<file path="src/rtl/scan_sequencer_pkg.sv">
// Shared types and constants for the slot scanner.
package scan_pkg;

  localparam int SLOTS = 4;
  localparam int SEL_W = 2;

  typedef enum logic [1:0] {
    IDLE,
    ACTIVE,
    BLANK
  } scan_state_t;

endpackage

</file>
<file path="src/rtl/scan_sequencer_if.sv">
// Control/status bundle between a scan controller (master) and the scanner (slave).
// frame_done exists only when SCAN_SEQUENCER_FRAME_PULSE_EN is defined.
interface scan_sequencer_if;
  import scan_pkg::*;

  logic             run;
  logic [SLOTS-1:0] mask;
  logic [SEL_W-1:0] sel;
  logic             en;
  logic             busy;
`ifdef SCAN_SEQUENCER_FRAME_PULSE_EN
  logic             frame_done;

  modport master (
    output run,
    output mask,
    input  sel,
    input  en,
    input  busy,
    input  frame_done
  );

  modport slave (
    input  run,
    input  mask,
    output sel,
    output en,
    output busy,
    output frame_done
  );
`else
  modport master (
    output run,
    output mask,
    input  sel,
    input  en,
    input  busy
  );

  modport slave (
    input  run,
    input  mask,
    output sel,
    output en,
    output busy
  );
`endif

endinterface

</file>
<file path="src/rtl/scan_sequencer_next_idx.sv">
// Wrap-around priority search: first set mask bit strictly above cur, wrapping 3 -> 0,
// landing on cur itself only when it is the sole set bit.
module scan_next_idx
  import scan_pkg::*;
(
  input  logic [SEL_W-1:0] cur,
  input  logic [SLOTS-1:0] mask,
  output logic [SEL_W-1:0] nxt,
  output logic             wrap,
  output logic             none
);

  logic [SEL_W-1:0] idx;

  // Walk offsets from farthest to nearest so the nearest set bit wins.
  always_comb begin
    nxt  = cur;
    idx  = cur;
    none = (mask == '0);
    for (int k = SLOTS; k >= 1; k--) begin
      idx = cur + SEL_W'(k);
      if (mask[idx]) begin
        nxt = idx;
      end
    end
    wrap = !none && (nxt <= cur);
  end

endmodule

</file>
<file path="src/rtl/scan_sequencer.sv">
// Four-slot scanner producing registered sel/en for a 2-to-4 decoder with dwell and blanking.
// Optional frame_done pulse is built only when SCAN_SEQUENCER_FRAME_PULSE_EN is defined.
module scan_sequencer #(
  parameter int DWELL = 1000,
  parameter int BLANK = 2
) (
  input logic             clk,
  input logic             rst_n,
  scan_sequencer_if.slave bus
);
  import scan_pkg::SEL_W;
  import scan_pkg::scan_state_t;

  localparam int DWELL_W = $clog2(DWELL + 1);
  localparam int BLANK_W = (BLANK > 0) ? $clog2(BLANK + 1) : 1;
  localparam logic [DWELL_W-1:0] DWELL_LAST = DWELL_W'(DWELL - 1);
  localparam logic [BLANK_W-1:0] BLANK_LAST = BLANK_W'((BLANK > 0) ? BLANK - 1 : 0);

  scan_state_t        state_q, state_d;
  logic [SEL_W-1:0]   sel_q, sel_d;
  logic               en_q, en_d;
  logic               busy_q, busy_d;
  logic [DWELL_W-1:0] dwell_q, dwell_d;
  logic [BLANK_W-1:0] blank_q, blank_d;
  logic [SEL_W-1:0]   pend_q, pend_d;

  logic [SEL_W-1:0]   search_cur;
  logic [SEL_W-1:0]   nxt_idx;
  logic               nxt_none;
`ifdef SCAN_SEQUENCER_FRAME_PULSE_EN
  logic               nxt_wrap;
  logic               frame_q, frame_d;
  logic               pend_wrap_q, pend_wrap_d;
`else
  logic               nxt_wrap_unused;
`endif

  // From IDLE the search starts "above slot 3" so slot 0 is considered first.
  assign search_cur = (state_q == scan_pkg::IDLE) ? {SEL_W{1'b1}} : sel_q;

  scan_next_idx u_next_idx (
    .cur  (search_cur),
    .mask (bus.mask),
    .nxt  (nxt_idx),
`ifdef SCAN_SEQUENCER_FRAME_PULSE_EN
    .wrap (nxt_wrap),
`else
    .wrap (nxt_wrap_unused),
`endif
    .none (nxt_none)
  );

  always_ff @(posedge clk) begin
    if (!rst_n) begin
      state_q     <= scan_pkg::IDLE;
      sel_q       <= '0;
      en_q        <= 1'b0;
      busy_q      <= 1'b0;
      dwell_q     <= '0;
      blank_q     <= '0;
      pend_q      <= '0;
`ifdef SCAN_SEQUENCER_FRAME_PULSE_EN
      frame_q     <= 1'b0;
      pend_wrap_q <= 1'b0;
`endif
    end else begin
      state_q     <= state_d;
      sel_q       <= sel_d;
      en_q        <= en_d;
      busy_q      <= busy_d;
      dwell_q     <= dwell_d;
      blank_q     <= blank_d;
      pend_q      <= pend_d;
`ifdef SCAN_SEQUENCER_FRAME_PULSE_EN
      frame_q     <= frame_d;
      pend_wrap_q <= pend_wrap_d;
`endif
    end
  end

  // The next slot is chosen at the end of dwell; with blanking it is parked in pend_q
  // until the gap ends. run = 0 overrides any boundary.
  always_comb begin
    state_d     = state_q;
    sel_d       = sel_q;
    en_d        = en_q;
    busy_d      = busy_q;
    dwell_d     = dwell_q;
    blank_d     = blank_q;
    pend_d      = pend_q;
`ifdef SCAN_SEQUENCER_FRAME_PULSE_EN
    frame_d     = 1'b0;
    pend_wrap_d = pend_wrap_q;
`endif
    case (state_q)
      scan_pkg::IDLE: begin
        en_d    = 1'b0;
        busy_d  = 1'b0;
        dwell_d = '0;
        blank_d = '0;
        if (bus.run && !nxt_none) begin
          state_d = scan_pkg::ACTIVE;
          sel_d   = nxt_idx;
          en_d    = 1'b1;
          busy_d  = 1'b1;
        end
      end
      scan_pkg::ACTIVE: begin
        if (!bus.run || ((dwell_q == DWELL_LAST) && nxt_none)) begin
          state_d = scan_pkg::IDLE;
          en_d    = 1'b0;
          busy_d  = 1'b0;
          dwell_d = '0;
          blank_d = '0;
        end else if (dwell_q == DWELL_LAST) begin
          dwell_d = '0;
          blank_d = '0;
          if (BLANK > 0) begin
            state_d = scan_pkg::BLANK;
            en_d    = 1'b0;
            pend_d  = nxt_idx;
`ifdef SCAN_SEQUENCER_FRAME_PULSE_EN
            pend_wrap_d = nxt_wrap;
`endif
          end else begin
            sel_d = nxt_idx;
            en_d  = 1'b1;
`ifdef SCAN_SEQUENCER_FRAME_PULSE_EN
            frame_d = nxt_wrap;
`endif
          end
        end else begin
          dwell_d = dwell_q + 1'b1;
        end
      end
      scan_pkg::BLANK: begin
        if (!bus.run) begin
          state_d = scan_pkg::IDLE;
          en_d    = 1'b0;
          busy_d  = 1'b0;
          dwell_d = '0;
          blank_d = '0;
        end else if (blank_q == BLANK_LAST) begin
          state_d = scan_pkg::ACTIVE;
          sel_d   = pend_q;
          en_d    = 1'b1;
          dwell_d = '0;
          blank_d = '0;
`ifdef SCAN_SEQUENCER_FRAME_PULSE_EN
          frame_d = pend_wrap_q;
`endif
        end else begin
          blank_d = blank_q + 1'b1;
        end
      end
      default: begin
        state_d = scan_pkg::IDLE;
        en_d    = 1'b0;
        busy_d  = 1'b0;
      end
    endcase
  end

  assign bus.sel  = sel_q;
  assign bus.en   = en_q;
  assign bus.busy = busy_q;
`ifdef SCAN_SEQUENCER_FRAME_PULSE_EN
  assign bus.frame_done = frame_q;
`endif

endmodule

</file>
<file path="src/flat_wrapper.sv">
// flat-port wrapper written by rule: the top's interface ports become plain ports
module scan_sequencer_flat import scan_pkg::SEL_W; import scan_pkg::scan_state_t;
#(
  parameter int DWELL = 1000,
  parameter int BLANK = 2
)
  (clk, rst_n, bus_run, bus_mask, bus_sel, bus_en, bus_busy);
  scan_sequencer_if bus_i ();
  input logic clk;
  input logic rst_n;
  input wire logic [$bits(bus_i.run)-1:0] bus_run;
  input wire logic [$bits(bus_i.mask)-1:0] bus_mask;
  output wire logic [$bits(bus_i.sel)-1:0] bus_sel;
  output wire logic [$bits(bus_i.en)-1:0] bus_en;
  output wire logic [$bits(bus_i.busy)-1:0] bus_busy;
  assign bus_i.run = bus_run;
  assign bus_i.mask = bus_mask;
  assign bus_sel = bus_i.sel;
  assign bus_en = bus_i.en;
  assign bus_busy = bus_i.busy;
  scan_sequencer #(.DWELL(DWELL), .BLANK(BLANK)) u_core (.clk(clk), .rst_n(rst_n), .bus(bus_i));
endmodule
</file>
<file path="config.mk">
export PLATFORM = sky130hd
export DESIGN_NAME = scan_sequencer_flat
export DESIGN_NICKNAME = d
export VERILOG_FILES = /design/src/rtl/scan_sequencer_pkg.sv /design/src/rtl/scan_sequencer_if.sv /design/src/rtl/scan_sequencer_next_idx.sv /design/src/rtl/scan_sequencer.sv /design/src/flat_wrapper.sv
export SDC_FILE = /design/constraint.sdc
export NUM_CORES = 1
export LEC_CHECK = 0
export BUFFER_PORTS_ARGS = -buffer_cell sky130_fd_sc_hd__buf_4
export CAP_MARGIN = 20
export CORE_MARGIN = 1
export CORE_UTILIZATION = 60
export CTS_BUF_LIST = sky130_fd_sc_hd__clkbuf_8
export DETAILED_ROUTE_END_ITERATION = 6
export PLACE_DENSITY = 0.9
export SLEW_MARGIN = 0
export SYNTH_ARGS = -nofsm -noshare
export SYNTH_HDL_FRONTEND = slang
export SYNTH_SLANG_ARGS = --single-unit
export TNS_END_PERCENT = 10
</file>
<file path="constraint.sdc">
create_clock -name clk -period 2.45 [get_ports clk]
set_clock_uncertainty 0.1 [all_clocks]
set_input_delay 0.3675 -clock clk [delete_from_list [all_inputs] [get_ports clk]]
set_output_delay 0.3675 -clock clk [all_outputs]
set_load 0.02 [all_outputs]
</file>
==> results of run 1 <==
-- state kept, by name, summed over array words and instances (netlist names) --
register	flops
u_core.bus.sel	2
u_core.bus.busy	1
u_core.pend_q	2
u_core.dwell_q	10
u_core.state_q	2
u_core.bus.en	1
u_core.blank_q	2
-- final cells by class --
type	instances	area (µm²)	share of cell area (%)
Multi-Input combinational cell	114	733	56.4
Sequential cell	20	400	30.8
Timing Repair Buffer	10	75.1	5.77
Clock buffer	3	41.3	3.18
Tap cell	25	31.3	2.41
Inverter	5	18.8	1.44
-- worst reg2reg max path, cell delays in order (launching register included) --
cell and delay, ns:
sky130_fd_sc_hd__dfxtp_1 0.61, sky130_fd_sc_hd__or2_2 0.23, sky130_fd_sc_hd__a21oi_1 0.06, sky130_fd_sc_hd__or3_4 0.38
sky130_fd_sc_hd__and3b_1 0.22, sky130_fd_sc_hd__o31ai_1 0.24, sky130_fd_sc_hd__a21boi_1 0.09
-- path summary, 6_finish.rpt --
kind              cells after the start  slack, ns                             end                           start
setup reg to reg                      6       0.40  u_core.bus.sel[1]$_SDFFE_PN0P_  u_core.state_q[1]$_SDFFE_PN0P_
setup / recovery                      6       0.40  u_core.bus.sel[1]$_SDFFE_PN0P_  u_core.state_q[1]$_SDFFE_PN0P_
hold / removal                        3       0.33  u_core.blank_q[1]$_SDFFE_PN0P_                           rst_n
hold reg to reg                       2       0.33  u_core.blank_q[1]$_SDFFE_PN0P_  u_core.blank_q[1]$_SDFFE_PN0P_
-- power by group --
group / total, mW / switching, mW / internal [mW]
clock: 0.203 / 0.0938 / 0.109
sequential: 0.353 / 0.0185 / 0.334
combinational: 0.129 / 0.0701 / 0.0592
-- through the flow --
stage / cell area (µm²) / util, % / cells
2_1_floorplan: 1200 / - / 147
3_3_place_gp: 1260 / 69.9 / 174
3_5_place_dp: 1260 / 69.9 / 174
4_1_cts: 1300 / 72.2 / 177
5_1_grt: 1300 / 72.2 / 177
6_report: 1300 / 72.2 / 177
-- cell usage in the layout (no fill, tap or decap), types with 2 or more instances in the layout --
cell	count
sky130_fd_sc_hd__nor2_1	20
sky130_fd_sc_hd__dfxtp_1	20
sky130_fd_sc_hd__nand2_1	16
sky130_fd_sc_hd__buf_4	10
sky130_fd_sc_hd__a21oi_1	8
sky130_fd_sc_hd__o21ai_0	6
sky130_fd_sc_hd__xor2_1	6
sky130_fd_sc_hd__inv_1	5
sky130_fd_sc_hd__nor2b_1	4
sky130_fd_sc_hd__xnor2_1	4
sky130_fd_sc_hd__nand4b_1	4
sky130_fd_sc_hd__nand3_1	4
sky130_fd_sc_hd__nand2b_1	3
sky130_fd_sc_hd__mux2i_1	3
sky130_fd_sc_hd__nor3_1	3
sky130_fd_sc_hd__and3_1	3
sky130_fd_sc_hd__clkbuf_8	3
sky130_fd_sc_hd__and4_1	2
sky130_fd_sc_hd__or2_2	2
sky130_fd_sc_hd__a21boi_0	2
sky130_fd_sc_hd__nand4_1	2
sky130_fd_sc_hd__a21boi_1	2
-- logic make-up after synthesis --
logic type | after synthesis
compound gates | 28
xor+xnor | 10
fa+ha+maj | 1
buf+inv | 13
flops | 20
mux | 3
simple gates | 72
-- routing by layer --
metal	track usage [%]	vias to the layer above
li1	-	530
met1	30.7	504
met2	46.4	40
met3	8.24	4
met4	10.3	0
met5	0	-
==> results.md, run 1 <==
- The peak supply drop is approximately 440 µV.
- The total die area is about 2200 µm².
- The mux cell area share after synthesis is 2.50%.
- The TritonCTS buffer count is 3.
- The total standard cell area after synthesis is 1200 µm².
- On the worst path, the slowest cell contributes a delay of 0.61 ns.
- The adder-cell area share of the yosys netlist is 1.04%.
- Summed over all nets, the half-perimeter wirelength after detailed placement is 1870 µm.
- By area the synthesized netlist is led by sky130_fd_sc_hd__dfxtp_1 (33%), sky130_fd_sc_hd__nor2_1 (6.3%), sky130_fd_sc_hd__nand2_1 (5.0%).
- The final critical-path setup slack is 0.402 ns.
- The max-slew violation total from the final report is 0.
- In the final layout, the share of cells above drive strength 1 is 13.2%.
- The ratio of final minimum period to clock period is 83.6%.
- The post-synthesis average cell area is between 8 and 9 µm².
- The net count after synthesis is 155.
- The floorplan has 15 rows.
- Synthesis inferred 20 register bits.
- In this run the standard cell core region covers 1800 µm².
- The minimum clock period after layout is 2.05 ns.
- Once the clock tree was built, the resizer swapped 0 gates to a different size.
- Entering global routing, the biggest net connects 15 pins.
- Summed over all cells, the static leakage comes to between 0.4 and 0.5 nW.
- In this run the tightest slew margin relative to its limit is 63.1%.
- The synthesized design spends more area on one cell type than any other, namely sky130_fd_sc_hd__dfxtp_1.
- The remaining design rule violation count is 0.
- The via count is about 1100.
- Detailed routing placed a total of 145 µm of wire on met3.
- Of the total synthesized cell area, the portion taken by XOR and XNOR cells is 7.30%.
- In this run, the number of DRC markers left after iteration 0 of detailed routing was 47.
- The height of the die is 46.7 µm.
- The maximum fanout count along the critical path is 10.
- The first global-routing pass estimated 4170 µm of wire.
- TritonCTS built the clock tree.
- The power after layout is 0.685 mW.
- The slowest cell on the critical path is sky130_fd_sc_hd__dfxtp_1.
- The fill cell total of the finished layout is 150.
- STA classifies the critical path endpoint as a flop.
- The longest clock path from root to sink contains 2 buffers.
- The insertion delay of the later-clocked pin in the worst-skew pair is approximately 0.25 ns.
- Summing the areas of all compound-gate instances in the mapped netlist gives 16.9% of the synthesized area.
- The run finished with clean final reports.
- Traced cell by cell, the critical path runs through or2_2 -> a21oi_1 -> or3_4 -> and3b_1 -> o31ai_1 -> a21boi_1.
- The number of instances in the synthesized netlist is 147.
- CTS built an H-tree with a depth of 1.
- The critical path contains buffers and inverters numbering 0 combined.
- The initial antenna violation count is 0.
- The share of the Yosys chip area taken by registers is between 30% and 40%.
- After synthesis, the share of flip-flops with an asynchronous set or reset is 0%.
- The number of global-route vias before repair came to approximately 1000.
- The measured slew at the worst slew-check pin is 0.549 ns.
- In the final timing run, aggregate negative setup slack is 0 ns.
- The highest clock frequency the design can meet is 488 MHz.
- The path class of the tightest hold or removal check is in2reg.
- The most instantiated flip-flop cell in the synthesis netlist is sky130_fd_sc_hd__dfxtp_1.
- Port buffering added 10 buffers.
- The sum of met2 wire segment lengths after detailed routing is 1320 µm.
- Setup repair after global routing left no endpoint under its margin.
- The buffer cell driving the clock tree root is sky130_fd_sc_hd__clkbuf_8.
- The overall die width is 46.7 µm.
- The critical path launch point type is a flop.
- The Yosys step of the flow raised 0 warnings.
- The routability congestion estimate is 0.825.
- After synthesis, the most frequently instantiated cells are sky130_fd_sc_hd__dfxtp_1 (20), sky130_fd_sc_hd__nor2_1 (20), sky130_fd_sc_hd__nand2_1 (16), sky130_fd_sc_hd__a21oi_1 (8).
- Wires add up to approximately 2600 µm.
- The overall routing resource usage is a little over a quarter.
- The worst hold slack across all endpoints is ~0.33 ns.
- The number of distinct library cells after synthesis is 43.
- Global routing finished with a remaining overflow of 0.
- The average routed wire per standard cell is 14.5 µm.
- The synthesized design contains 0 enable-type register cells.
- The worst endpoint required time is 2.49 ns.
- During I/O placement, the number of pins put on the boundary was 11.
- Clock-pin slew was measured on the worst setup and hold paths at 0.07 ns.
- The proportion of netlist area held by the largest area contributor is between 30% and 40%.
- The highest layer used for signal routing is met4.
- The placement-stage worst setup slack is 0.442 ns.
- The initial utilization of the core area, before any placement, comes to roughly two thirds.
- 0 antenna diodes ended up in the layout.
- The largest delay contributor family on the critical path is simple AND/OR/NAND/NOR gates.
- CTS saw 20 sinks.
- The arrival time of the worst setup path is 2.08 ns.
- The number of failing hold endpoints at the final stage is 0.
- The count of nets left with antenna violations once routing finished came out at 0.
- The met1 routed wirelength after detailed routing is about 1100 µm.
- The via density per instance is a little over 6.
- The critical path in this run is classified as reg2reg.
- Relative to the synthesized area, the layout overhead comes to 8.34%.
- At the end of the flow, the number of nets in the layout was 162.
- The post-synthesis simple-gate area fraction is between 30% and 40%.
- The post-CTS setup buffer count is 0.
- For this run, the detailed router's first-pass iteration total came to 4.
- Buffers inserted to repair hold after CTS numbered 0.
- The count of endpoints failing setup in the final report is 0.
- The power per cell area is 527 nW/µm².
- Max-cap violations in this run came to 0.
- After synthesis, the largest family of logic cells by area is simple AND/OR/NAND/NOR gates.
Note: power is estimated with default switching activity, not from simulation.
==> inputs of run 2 (changes only) <==
CORE_UTILIZATION = 55   (was 60)
PLACE_DENSITY = 0.88   (was 0.9)
clock period = 1.7 ns   (was 2.45 ns; I/O delays follow)
==> results.md, run 2 (synthesis gave the netlist of run 1 again) <==
- The number of antenna diodes in the final layout is 0.
- The number of flip-flops in the largest register is 10.
- The detailed-route wire length is 2840 µm.
- The final reports fail on setup timing.
- Summing all placed instances gives a cell area of 1390 µm².
- Setup violations remaining at the end of the flow were counted as 4.
- For the worst flop-to-flop path, the logic depth is 7.
- The endpoint class of the critical path is a flop.
- The quantity of hold-fixing buffers added after cts is 0.
- The measured slew at the worst slew-check pin is 0.375 ns.
- TritonCTS built the clock tree.
- The net switching share of the total power is between 20% and 30%.
- The initial antenna violation count came to 0.
- Setup repair after global routing could not meet its margin everywhere.
- The power per cell area is slightly below 800 nW/µm².
- Combinational logic is responsible for 19.8% of the overall power.
- The region available for standard cell placement spans 2000 µm².
- After filler insertion, the fill cell instance count of the layout stands at 128.
- The critical path launch point type is a flop.
- The maximum fanout count along the critical path is 6.
- The start point of the worst min-delay path is bus_run.
- In the final design database the tool counted 181 nets.
- In this run the tightest slew margin relative to its limit is 75.0%.
- The worst endpoint required time is roughly 1.8 ns.
- Overall power consumption after layout is estimated at 1.21 mW.
- The register with the most flip-flops is u_core.dwell_q.
- The part of the power in the clock network is 38.9%.
- After the flow finishes, the layout carries non-filler instances totaling around 200.
- CTS saw 20 sinks.
- The minimum clock period after layout is 1.74 ns.
- Clock tree synthesis inserted a total of 3 buffers.
- The proportion of layout cells with a drive suffix above 1 is 33.1%.
- The ratio of final minimum period to clock period is 102%.
- The capture endpoint of the worst hold path is u_core.bus.en$_SDFFE_PN0P_.
- The via density per instance is 5.79.
- Detailed placement ended at an HPWL of between 1500 and 2000 µm.
- The min-delay analysis places its worst path in the category in2reg.
- In this run the number of H-tree levels came out at 1.
- The flow ran to the end, but the final reports show violations.
- The initial utilization of the core area, before any placement, comes to 59.9%.
- The worst setup path category is reg2reg.
- The max-slew violation total from the final report is 0.
- In the final timing run, aggregate negative setup slack is -0.0729 ns.
- Across the run, the number of max-cap violations was 0.
- The remaining design rule violation count is 0.
- The number of global-route vias before repair is 1088.
- For this run, the share of the core covered by cells in the final layout is 77.8%.
- VDD sags by at most 582 µV.
- The initialized floorplan defines 16 standard-cell rows.
- The final critical-path setup slack is -0.0357 ns.
- Summed over all nets, the switching power comes to 0.300 mW.
- Including well taps, the total number of placed cells is 192.
- The highest clock frequency the design can meet is 576 MHz.
- The die covers 2370 µm².
- The multi-input combinational cell area is 797 µm².
- The worst hold path stage count is 3.
- The I/O pin total is 11.
- The via count is 1152.
- The reg2reg setup slack is -0.04 ns.
- The internal portion of the total power is just over 0.9 mW.
- After detailed routing, the average wire length per cell comes to 14.3 µm.
- The global-route wire length before repair is about 4600 µm.
- The first-pass detailed-route iteration total is 4.
- The analysis attributes to cell leakage a power of roughly 0.63 nW.
- The insertion delay of the later-clocked pin in the worst-skew pair is 0.26 ns.
- The leading cell type in the layout, fill and taps excluded is sky130_fd_sc_hd__buf_4.
- The clock transition at the registers of the reported paths is 0.07 ns.
- In the layout the commonest cells are sky130_fd_sc_hd__buf_4 (29), sky130_fd_sc_hd__nor2_1 (20), sky130_fd_sc_hd__nand2_1 (15).
- Measured along the y axis, the die boundary spans 48.7 µm.
- The post-detailed-route count of antenna-violating nets is 0.
- The detailed router's first-iteration violation count is 27.
- The startpoint of the lowest-slack register-to-register path is u_core.dwell_q[0]$_SDFFE_PN0P_.
- The quantity of I/O buffers inserted on ports is 10.
- The maximum number of pins on one net before global-route repair is 15.
- The routability congestion estimate is around 0.9.
- Data on the critical path arrives at its endpoint at 1.83 ns.
- In this run the critical register-to-register path is captured at u_core.pend_q[1]$_SDFFE_PN0P_.
- The global-route congestion overflow total is 0.
- The area growth from synthesis to layout is 29.7%.
- In this run, flip-flops and latches consume approximately two fifths of the power.
- The buffer levels on the longest clock path is 2.
- In the global route stage, overall resource usage came out at 24.9%.
- The overall die width is approximately 49 µm.
- The buffer cell driving the clock tree root is sky130_fd_sc_hd__clkbuf_8.
- The post-route cell area is 1560 µm².
- Across the whole layout, storage elements account for 418 µm².
- The number of failing hold endpoints at the final stage is 0.
-- run 2: per-stage QoR --
stage / hold WS, ns / setup slack [ns]
after floorplan: 0.307 / -0.0215
after global placement: 0.320 / -0.0542
after detailed placement: 0.328 / -0.146
after CTS: 0.198 / -0.0270
after global routing: 0.214 / -0.115
final: 0.210 / -0.0357
-- run 2: worst max-delay path by stage --
| stage | from | to | slack [ns] | cells after the start |
|---|---|---|---|---|
| 2_1_floorplan | u_core.bus.sel[0]$_SDFFE_PN0P_ | u_core.bus.sel[1]$_SDFFE_PN0P_ | -0.02 | 7 |
| 3_3_place_gp | bus_mask[0] | u_core.bus.sel[1]$_SDFFE_PN0P_ | -0.05 | 6 |
| 3_5_place_dp | bus_mask[0] | u_core.bus.sel[1]$_SDFFE_PN0P_ | -0.15 | 6 |
| 4_1_cts | u_core.state_q[1]$_SDFFE_PN0P_ | u_core.bus.sel[1]$_SDFFE_PN0P_ | -0.03 | 6 |
| 5_1_grt | u_core.dwell_q[1]$_SDFFE_PN0P_ | u_core.pend_q[1]$_SDFFE_PN0P_ | -0.12 | 7 |
| 6_report | u_core.dwell_q[0]$_SDFFE_PN0P_ | u_core.pend_q[1]$_SDFFE_PN0P_ | -0.04 | 7 |
-- run 2: power groups by stage --
stage               sequential (mW)  combinational (mW)  clock [mW]
global route                  0.505               0.261       0.496
finish                        0.502               0.240       0.472
floorplan                     0.509               0.150           0
CTS                           0.502               0.221       0.486
global placement              0.512               0.208           0
detailed placement            0.513               0.214           0
-- run 2: layer usage --
layer / share of wire, % / track usage, %
met4: 1.5 / 7.84
met2: 53 / 45.4
met5: 0 / 0
met3: 3.2 / 5.03
met1: 43 / 28.7
-- run 2: worst max-delay path: stages (launching register included) --
cell and delay, ns:
sky130_fd_sc_hd__dfxtp_4 0.36, sky130_fd_sc_hd__ha_4 0.12, sky130_fd_sc_hd__and2_4 0.15, sky130_fd_sc_hd__and4_4 0.21, sky130_fd_sc_hd__nor3b_4 0.30, sky130_fd_sc_hd__nand4b_1 0.15
sky130_fd_sc_hd__nor2_1 0.15, sky130_fd_sc_hd__nand4b_1 0.12
-- run 2: final cells by class --
type	instances	area share [%]
timing repair buffer	29	14.0
clock inverter	1	1.93
sequential	20	26.8
tap	27	2.17
inverter	5	1.21
multi-input combinational	114	51.2
clock buffer	3	2.65
-- run 2: timing repair --
item | 4_1_cts | 5_1_grt
pin swaps | 2 | 6
setup endpoints to repair | 15 | 15
resized for setup | 11 | 13
setup buffers | 1 | 2
